File: src/rtl/tile_write_arbiter_if.sv
// Software write channel into the tile-map write arbiter.
// The master drives tile index/id requests and the slave returns ready.
interface tile_write_arbiter_if #(
  parameter int ADDR_W = 13,
  parameter int DATA_W = 12
) ();
  logic              wr_valid;
  logic              wr_ready;
  logic [ADDR_W-1:0] wr_addr;
  logic [DATA_W-1:0] wr_data;

  modport master (output wr_valid, output wr_addr, output wr_data, input wr_ready);
  modport slave  (input wr_valid, input wr_addr, input wr_data, output wr_ready);
endinterface

File: src/rtl/tile_write_arbiter.sv
// Queues software tile writes and commits them to the single-port tile-map RAM only during blanking.
// Optional status outputs (drop_count, hwm) are enabled by defining TILE_ARB_STATUS_EN.
module tile_write_arbiter #(
  parameter int DEPTH  = 8,
  parameter int ADDR_W = 13,
  parameter int DATA_W = 12,
  parameter int TILES  = 4800,
  parameter int GUARD  = 2
) (
  input  logic                   clk,
  input  logic                   reset,
  tile_write_arbiter_if.slave    wr,
  input  logic                   blank,
  input  logic [ADDR_W-1:0]      rd_addr,
  output logic [ADDR_W-1:0]      ram_addr,
  output logic [DATA_W-1:0]      ram_wdata,
  output logic                   ram_we,
  output logic                   pending,
  output logic [$clog2(DEPTH):0] level
`ifdef TILE_ARB_STATUS_EN
  ,
  output logic [7:0]             drop_count,
  output logic [$clog2(DEPTH):0] hwm
`endif
);

  localparam int PTR_W = $clog2(DEPTH);
  localparam int CNT_W = PTR_W + 1;

  typedef enum logic [1:0] {
    ST_VIDEO = 2'd0,
    ST_GUARD = 2'd1,
    ST_DRAIN = 2'd2
  } state_t;

  state_t            state_r, state_nxt;
  logic [3:0]        gcnt_r, gcnt_nxt;
  logic              blank_q_r;
  logic [PTR_W-1:0]  wr_ptr_r, rd_ptr_r;
  logic [CNT_W-1:0]  count_r, count_nxt;
  logic [ADDR_W-1:0] mem_addr_r [DEPTH];
  logic [DATA_W-1:0] mem_data_r [DEPTH];

  logic full_s, empty_s, addr_ok_s, push_s, store_s, pop_s, we_s;

  assign full_s    = (count_r == CNT_W'(DEPTH));
  assign empty_s   = (count_r == {CNT_W{1'b0}});
  assign addr_ok_s = ({1'b0, wr.wr_addr} < (ADDR_W+1)'(TILES));
  assign push_s    = wr.wr_valid && !full_s;
  // Out-of-range writes are handshaken but never stored.
  assign store_s   = push_s && addr_ok_s;
  // Gating by live blank makes the strobe drop in the very cycle blank falls.
  assign we_s      = (state_r == ST_DRAIN) && !empty_s && blank;
  assign pop_s     = we_s;

  assign wr.wr_ready = !full_s;
  assign ram_we      = we_s;
  assign ram_addr    = we_s ? mem_addr_r[rd_ptr_r] : rd_addr;
  assign ram_wdata   = mem_data_r[rd_ptr_r];
  assign pending     = !empty_s;
  assign level       = count_r;

  // Next-state logic for the video / guard / drain sequencer.
  always_comb begin
    state_nxt = state_r;
    gcnt_nxt  = gcnt_r;
    case (state_r)
      ST_VIDEO: begin
        if (blank && !blank_q_r) begin
          if (GUARD == 0) begin
            state_nxt = ST_DRAIN;
          end else begin
            state_nxt = ST_GUARD;
            gcnt_nxt  = 4'(GUARD - 1);
          end
        end else begin
          state_nxt = ST_VIDEO;
        end
      end
      ST_GUARD: begin
        if (!blank) begin
          state_nxt = ST_VIDEO;
        end else if (gcnt_r == 4'd0) begin
          state_nxt = ST_DRAIN;
        end else begin
          gcnt_nxt = gcnt_r - 4'd1;
        end
      end
      ST_DRAIN: begin
        if (!blank) begin
          state_nxt = ST_VIDEO;
        end else begin
          state_nxt = ST_DRAIN;
        end
      end
      default: begin
        state_nxt = ST_VIDEO;
        gcnt_nxt  = 4'd0;
      end
    endcase
  end

  // Occupancy update from the stored-push / pop pair.
  always_comb begin
    count_nxt = count_r;
    case ({store_s, pop_s})
      2'b10:   count_nxt = count_r + CNT_W'(1);
      2'b01:   count_nxt = count_r - CNT_W'(1);
      default: count_nxt = count_r;
    endcase
  end

  // Sequencer, blank edge detector and FIFO control registers.
  always_ff @(posedge clk or posedge reset) begin
    if (reset) begin
      state_r   <= ST_VIDEO;
      gcnt_r    <= 4'd0;
      blank_q_r <= 1'b0;
      wr_ptr_r  <= {PTR_W{1'b0}};
      rd_ptr_r  <= {PTR_W{1'b0}};
      count_r   <= {CNT_W{1'b0}};
    end else begin
      state_r   <= state_nxt;
      gcnt_r    <= gcnt_nxt;
      blank_q_r <= blank;
      count_r   <= count_nxt;
      if (store_s) begin
        wr_ptr_r <= wr_ptr_r + PTR_W'(1);
      end
      if (pop_s) begin
        rd_ptr_r <= rd_ptr_r + PTR_W'(1);
      end
    end
  end

  // FIFO storage; contents are meaningless until written, so no reset.
  always_ff @(posedge clk) begin
    if (store_s) begin
      mem_addr_r[wr_ptr_r] <= wr.wr_addr;
      mem_data_r[wr_ptr_r] <= wr.wr_data;
    end
  end

`ifdef TILE_ARB_STATUS_EN
  logic [7:0]       drop_cnt_r;
  logic [CNT_W-1:0] hwm_r;

  // Saturating drop counter and occupancy high-water mark.
  always_ff @(posedge clk or posedge reset) begin
    if (reset) begin
      drop_cnt_r <= 8'd0;
      hwm_r      <= {CNT_W{1'b0}};
    end else begin
      if (((push_s && !addr_ok_s) || (wr.wr_valid && full_s)) && (drop_cnt_r != 8'd255)) begin
        drop_cnt_r <= drop_cnt_r + 8'd1;
      end
      if (count_nxt > hwm_r) begin
        hwm_r <= count_nxt;
      end
    end
  end

  assign drop_count = drop_cnt_r;
  assign hwm        = hwm_r;
`endif

endmodule

File: src/flat_wrapper.sv
// flat-port wrapper written by rule: the top's interface ports become plain ports
module tile_write_arbiter_flat 
#(
  parameter int DEPTH  = 8,
  parameter int ADDR_W = 13,
  parameter int DATA_W = 12,
  parameter int TILES  = 4800,
  parameter int GUARD  = 2
)
  (clk, reset, blank, rd_addr, ram_addr, ram_wdata, ram_we, pending, level, wr_wr_valid, wr_wr_addr, wr_wr_data, wr_wr_ready);
  tile_write_arbiter_if #(.ADDR_W(ADDR_W), .DATA_W(DATA_W)) wr_i ();
  input  logic clk;
  input  logic reset;
  input  logic blank;
  input  logic [ADDR_W-1:0] rd_addr;
  output logic [ADDR_W-1:0] ram_addr;
  output logic [DATA_W-1:0] ram_wdata;
  output logic ram_we;
  output logic pending;
  output logic [$clog2(DEPTH):0] level;
  input wire logic [$bits(wr_i.wr_valid)-1:0] wr_wr_valid;
  input wire logic [$bits(wr_i.wr_addr)-1:0] wr_wr_addr;
  input wire logic [$bits(wr_i.wr_data)-1:0] wr_wr_data;
  output wire logic [$bits(wr_i.wr_ready)-1:0] wr_wr_ready;
  assign wr_i.wr_valid = wr_wr_valid;
  assign wr_i.wr_addr = wr_wr_addr;
  assign wr_i.wr_data = wr_wr_data;
  assign wr_wr_ready = wr_i.wr_ready;
  tile_write_arbiter #(.DEPTH(DEPTH), .ADDR_W(ADDR_W), .DATA_W(DATA_W), .TILES(TILES), .GUARD(GUARD)) u_core (.clk(clk), .reset(reset), .wr(wr_i), .blank(blank), .rd_addr(rd_addr), .ram_addr(ram_addr), .ram_wdata(ram_wdata), .ram_we(ram_we), .pending(pending), .level(level));
endmodule
File: config.mk
export PLATFORM = sky130hd
export DESIGN_NAME = tile_write_arbiter_flat
export DESIGN_NICKNAME = d
export VERILOG_FILES = /design/src/rtl/tile_write_arbiter_if.sv /design/src/rtl/tile_write_arbiter.sv /design/src/flat_wrapper.sv
export SDC_FILE = /design/constraint.sdc
export NUM_CORES = 1
export LEC_CHECK = 0
export BUFFER_PORTS_ARGS = -buffer_cell sky130_fd_sc_hd__buf_2
export CAP_MARGIN = 25
export CORE_MARGIN = 1.5
export CORE_UTILIZATION = 40
export CTS_CLUSTER_DIAMETER = 80
export DETAILED_ROUTE_END_ITERATION = 7
export GPL_TIMING_DRIVEN = 0
export PLACE_DENSITY = 0.59
export SYNTH_ARGS = -nofsm -noshare
export SYNTH_HDL_FRONTEND = slang
export SYNTH_SLANG_ARGS = --single-unit
File: constraint.sdc
create_clock -name clk -period 6.5 [get_ports clk]
set_input_delay 0.325 -clock clk [delete_from_list [all_inputs] [get_ports clk]]
set_output_delay 0.325 -clock clk [all_outputs]
set_load 0.01 [all_outputs]
Yosys cells after proc, flatten, opt, wreduce, memory -nomap -nowiden
Memories as Yosys holds them, arrays and structs flattened.
Cells that the tools add are included.
W data, S select, Z words.
Cells by class
  bitwise logic cells: 1
  shifts and indexed selects: 0
  equal/unequal tests: 9
  divide/modulo/power cells: 0
  mux-type cells: 13
  reductions and logical operators: 13
  multiply operators: 0
  add/subtract/negate cells: 5
  $lt $le $gt $ge: 1
Operators by type and width (count)
  $lt A13 B13 Y1 const B: 1
  $mux W13: 1
  $mux W4: 3
  $pmux W4 S3: 1
  $logic_not A4 Y1: 2
  $pmux W4 S2: 1
  $sub A4 B1 Y4 const B: 2
  $add A3 B1 Y3 const B: 2
  $mux W2: 3
  $pmux W2 S3: 1
  $logic_and A1 B1 Y1: 5
  $add A4 B1 Y4 const B: 1
  $eq A2 B1 Y1 const B: 2
  $eq A2 B2 Y1 const B: 2
  $eq A4 B4 Y1 const B: 1
  $ne A2 B2 Y1 const B: 2
  $reduce_and A4 Y1: 1
  $logic_not A1 Y1: 3
  $mux W1: 3
  $ne A3 B2 Y1 const B: 1
  $logic_not A2 Y1: 1
  $ne A2 B1 Y1 const B: 1
  $reduce_bool A2 Y1: 1
  $not A1 Y1: 1
Word-level totals
  RAM bits: 200
  ROM bits: 0
  logic and storage cells: 50
  memories kept: 2
  bits in latches: 0
  register bits: 17
  input port bits: 42
Memory list
  u_core.mem_addr_r: words 8, bits a word 13, read ports 1, clocked after memory_dff 0, write ports 1, line tile_write_arbiter.sv:41  | logic [ADDR_W-1:0] mem_addr_r [DEPTH];
  u_core.mem_data_r: words 8, bits a word 12, read ports 1, clocked after memory_dff 0, write ports 1, line tile_write_arbiter.sv:42  | logic [DATA_W-1:0] mem_data_r [DEPTH];

Longest topological paths before layout
  word-level depth: 6
  gate-level depth with buffers: 12
  gate-level depth less buffers: 11

Worst setup path before layout
No wires, ideal clock.
  path kind: input-to-reg
  start point: input port wr_wr_addr[8]
  end point: memory u_core.mem_addr_r[0][0], enable pin
  stages on the path: 4
  setup slack: 3229 ps
  arrival time: 2833 ps
  buffers on the path: 0
  cells stage by stage: a211o_1 o21ai_0 nand4b_1 nor3_1
On the way
  cells in the longest elaborated chain, start to end: 4
RTL lines
  start, declared: line flat_wrapper.sv:22  | input wire logic [$bits(wr_i.wr_addr)-1:0] wr_wr_addr;
  $lt A13 B13 Y1: line tile_write_arbiter.sv:48  | assign addr_ok_s = ({1'b0, wr.wr_addr} < (ADDR_W+1)'(TILES));
  $logic_and A1 B1 Y1: line tile_write_arbiter.sv:51  | assign store_s = push_s && addr_ok_s;
  $mux W1: line tile_write_arbiter.sv:138  | if (store_s) begin
  $mux W1 (not written as such): line tile_write_arbiter.sv:139  | mem_addr_r[wr_ptr_r] <= wr.wr_addr;
  end, declared: line tile_write_arbiter.sv:41
No other way between the ends.

Worst setup path after layout
  start point: register u_core.rd_ptr_r[2]
  end point: output port ram_addr[11]
On the way
  cells in the longest elaborated chain, start to end: 2
RTL lines
  start, declared: line tile_write_arbiter.sv:39  | logic [PTR_W-1:0] wr_ptr_r, rd_ptr_r;
  start signal, assigned: line tile_write_arbiter.sv:120  | rd_ptr_r <= {PTR_W{1'b0}};
  start signal, assigned: line tile_write_arbiter.sv:131  | rd_ptr_r <= rd_ptr_r + PTR_W'(1);
  $mem_v2 Z8 W13
  $mux W13: line tile_write_arbiter.sv:58  | assign ram_addr = we_s ? mem_addr_r[rd_ptr_r] : rd_addr;
  end, declared: line flat_wrapper.sv:16  | output logic [ADDR_W-1:0] ram_addr;
No other way between the ends.

==> impl_metrics.py <==
metrics = {
    "hold_path": {
        "hold_depth": 1,
        "hold_end": "u_core.blank_q_r$_DFF_PP0_",
        "hp-class": "in -> reg",
        "min_from": "blank",
    },
    "sta": {
        "setup_viol": 0,
        "period_share": 0.4773,
        "period_minus_slack_ns": 3.102,
        "clock_skew_ns": 0.01422,
        "finalSetupTns_ns": 0,
        "fin_hold_ws_ns": 0.02966,
        "slew_headroom": 0.4342,
        "timing.final.ws_setup_ns": 3.398,
        "max_freq_mhz": 322.3,
        "hold_viol_final": 0,
        "rsz0062_at_grt": "no",
        "worst_pin_slew_ns": 0.8486,
        "drv_slew": 0,
    },
    "run_status": {
        "outcome": "complete, no violations",
    },
    "worst_setup_path": {
        "end_kind": "primary output",
        "r2r-start": "u_core.level[1]$_DFFE_PP0P_",
        "regToRegEndpoint": "u_core.level[2]$_DFFE_PP0P_",
        "crit_chain": "clkbuf_1 -> nor2b_1 -> clkbuf_1 -> a22oi_1 -> nand3_1 -> o21ai_0 -> buf_2",
        "critical_path_required_ns": 6.17,
        "crit_type": "reg -> out",
        "start_kind": "register",
        "cp_common_cell": "clkbuf_1",
        "slowest_stage": "clkbuf_1",
        "cp.arrival_ns": 2.78,
        "cp_max_fo": 10,
        "r2r_cells": 11,
        "crit_path_start": "u_core.rd_ptr_r[2]$_DFFE_PP0N_",
        "r2r_slack_ns": 3.61,
        "critPathMaxStageDelay_ns": 0.54,
    },
    "placed_design": {
        "pre_cts_ws_ns": 3.227,
        "dp_hpwl_um": 11840,
        "gp_congestion": 0.7734,
        "numPortBuffers": 73,
    },
    "cells_and_area": {
        "antenna_cells": 0,
        "nNetsFinal": 647,
        "drive_gt1_frac": 0.2956,
        "area_delta_synth_final_pct": 18.96,
    },
    "floorplan": {
        "rows": 53,
        "pin_count": 74,
        "start_util": 0.4126,
        "dieArea_um2": 22790,
        "die_x_um": 151.0,
        "core_um2": 21220,
        "fp.dieH_um": 151.0,
    },
    "synthesis": {
        "yosysWarnings": 0,
        "netlist_area_um2": 8756,
        "yosys_register_bits": 217,
        "mappedNetlistNets": 536,
        "yosysSeqAreaShare": 0.7345,
        "yosys.cell_count.top_type": "edfxtp_1",
        "synth_edf_count": 200,
        "yosys.cell_types.count": 38,
        "synth_top_area_cell": "edfxtp_1",
        "synthArstFlopShare": 0.07834,
        "synthFlopType": "edfxtp_1",
        "synth.top_cell.area_share": 0.6859,
        "yosys-top-cells-area": "edfxtp_1 69%, mux2i_1 6.2%, mux4_2 6.2%",
        "syn_avg_cell_area_um2": 18.13,
        "yosys-top-cells-count": "200 x edfxtp_1, 54 x mux2i_1, 26 x a22oi_1",
        "syn_inst": 483,
    },
    "route": {
        "top_layer": "met4",
        "wire_per_inst_um": 20.73,
        "wl_met3_um": 1042,
        "first_pass_iters": 4,
        "num_vias": 4635,
        "wl_met1_um": 7807,
        "drt_first_iter_violations": 361,
        "ant_nets": 0,
        "routed_wl_um": 18330,
        "drc": 0,
        "wl_met2_um": 9101,
        "viasPerCell": 5.243,
    },
    "power": {
        "ir_drop_uv": 204.0,
        "p_leak_nw": 3.699,
        "p_per_area_nw_per_um2": 394.2,
    },
    "grt": {
        "overflow": 0,
        "grt_pass1_vias": 4910,
        "grt.total_usage": 0.1694,
        "grt_pass1_wl_um": 28270,
        "grt_antenna_before_repair": 0,
        "grt_max_degree": 22,
    },
    "clock_network": {
        "clk_pin_slew_ns": 0.06,
        "htree_num_levels": 1,
        "cts_buffers": 23,
        "clockBufferDepth": 3,
        "cts.sinks": 217,
        "cts_tree": "done",
        "cts-root-buf": "clkbuf_16",
        "cts_resized": 0,
        "clock_latency_ns": 0.50,
    },
    "flow_run": {
        "cap_violations": 0,
    },
}
-- stage by stage --
step                      instances  power, W  utilization  cell area (µm²)
after global placement          831  0.002918       0.4461             9465
after floorplan                 483  0.002572            -             8756
after global routing            884  0.004324       0.4909            10420
after CTS                       884  0.004168       0.4909            10420
final                           884  0.004106       0.4909            10420
after detailed placement        843  0.003010       0.4593             9746
-- how the worst max path moves through the flow --
stage                                   endpoint  slack, ns  cells after the start
4_1_cts                             ram_addr[11]       3.35                      7
2_1_floorplan  u_core.mem_addr_r[0][0]$_DFFE_PP_       3.23                      4
5_1_grt                             ram_addr[11]       3.09                      7
3_3_place_gp   u_core.mem_data_r[1][6]$_DFFE_PP_       1.07                      5
3_5_place_dp   u_core.mem_data_r[1][5]$_DFFE_PP_       3.23                      7
6_report                            ram_addr[11]       3.40                      7
-- registers in the layout (all words and copies together) (netlist names) --
register and flops:
u_core.wr_ptr_r 3, u_core.level 4, u_core.blank_q_r 1, u_core.mem_data_r 96
u_core.gcnt_r 4, u_core.rd_ptr_r 3, u_core.state_r 2, u_core.mem_addr_r 104
-- cell type report --
cell class,instances,area [µm²]
clock buffers,26,586.8
well taps,275,344.1
plain buffers,22,110.1
clock inverters,14,73.82
multi-input cells,224,2195
fillers,1772,10800
repair buffers,86,600.6
flip-flops and latches,217,6431
inverters,20,75.07
-- layer usage --
| layer | up-vias | GRT usage |
|---|---|---|
| li1 | 2147 | - |
| met1 | 2342 | 0.2264 |
| met2 | 114 | 0.2865 |
| met3 | 32 | 0.02982 |
| met4 | 0 | 0.04515 |
| met5 | - | 0 |
-- critical path: cells and delay by family (launching register included) --
| family | cells | cell delay [ns] |
|---|---|---|
| and+or+nand+nor | 2 | 0.54 |
| DFF | 1 | 0.32 |
| buffers and inverters | 3 | 1.10 |
| AOI/OAI and AO/OA | 2 | 0.32 |
-- cell usage in the layout, fill, tap and decap left out, types with 3 or more instances in the layout --
cell type	count
edfxtp_1	200
buf_2	83
mux2i_1	54
a22oi_1	26
mux4_2	24
clkbuf_16	23
inv_1	20
o21ai_0	19
dfrtp_1	17
mux2_2	14
clkbuf_1	13
nand3_1	13
ha_1	11
buf_6	8
nand2_1	7
nor2_4	6
clkinv_2	6
xor2_1	5
clkinv_1	5
buf_16	5
nand2b_1	4
a21oi_1	4
nand4_1	4
xnor2_1	4
nor2_1	3
-- report_power, final --
group | switching (W) | total (W) | internal [W] | leakage [nW]
clock | 0.000506 | 0.00115 | 0.000648 | 0.327
combinational | 0.000665 | 0.00120 | 0.000537 | 1.35
sequential | 0.0000676 | 0.00175 | 0.00168 | 2.02
-- cells by family after synthesis --
kind of cell	synth area share
adders and majority gates	0.01572
DFF	0.7345
buffers and inverters	0.02115
xor gates and xnor gates	0.009002
AOI/OAI and AO/OA	0.04259
muxes	0.1432
and+or+nand+nor	0.03387
-- repair_timing --
action / in CTS / in global routing
hold buffers: 1 / 0
endpoints found under the hold margin: 17 / 0
buffers inserted: 0 / 0
Note: power is estimated with default switching activity, not from simulation.
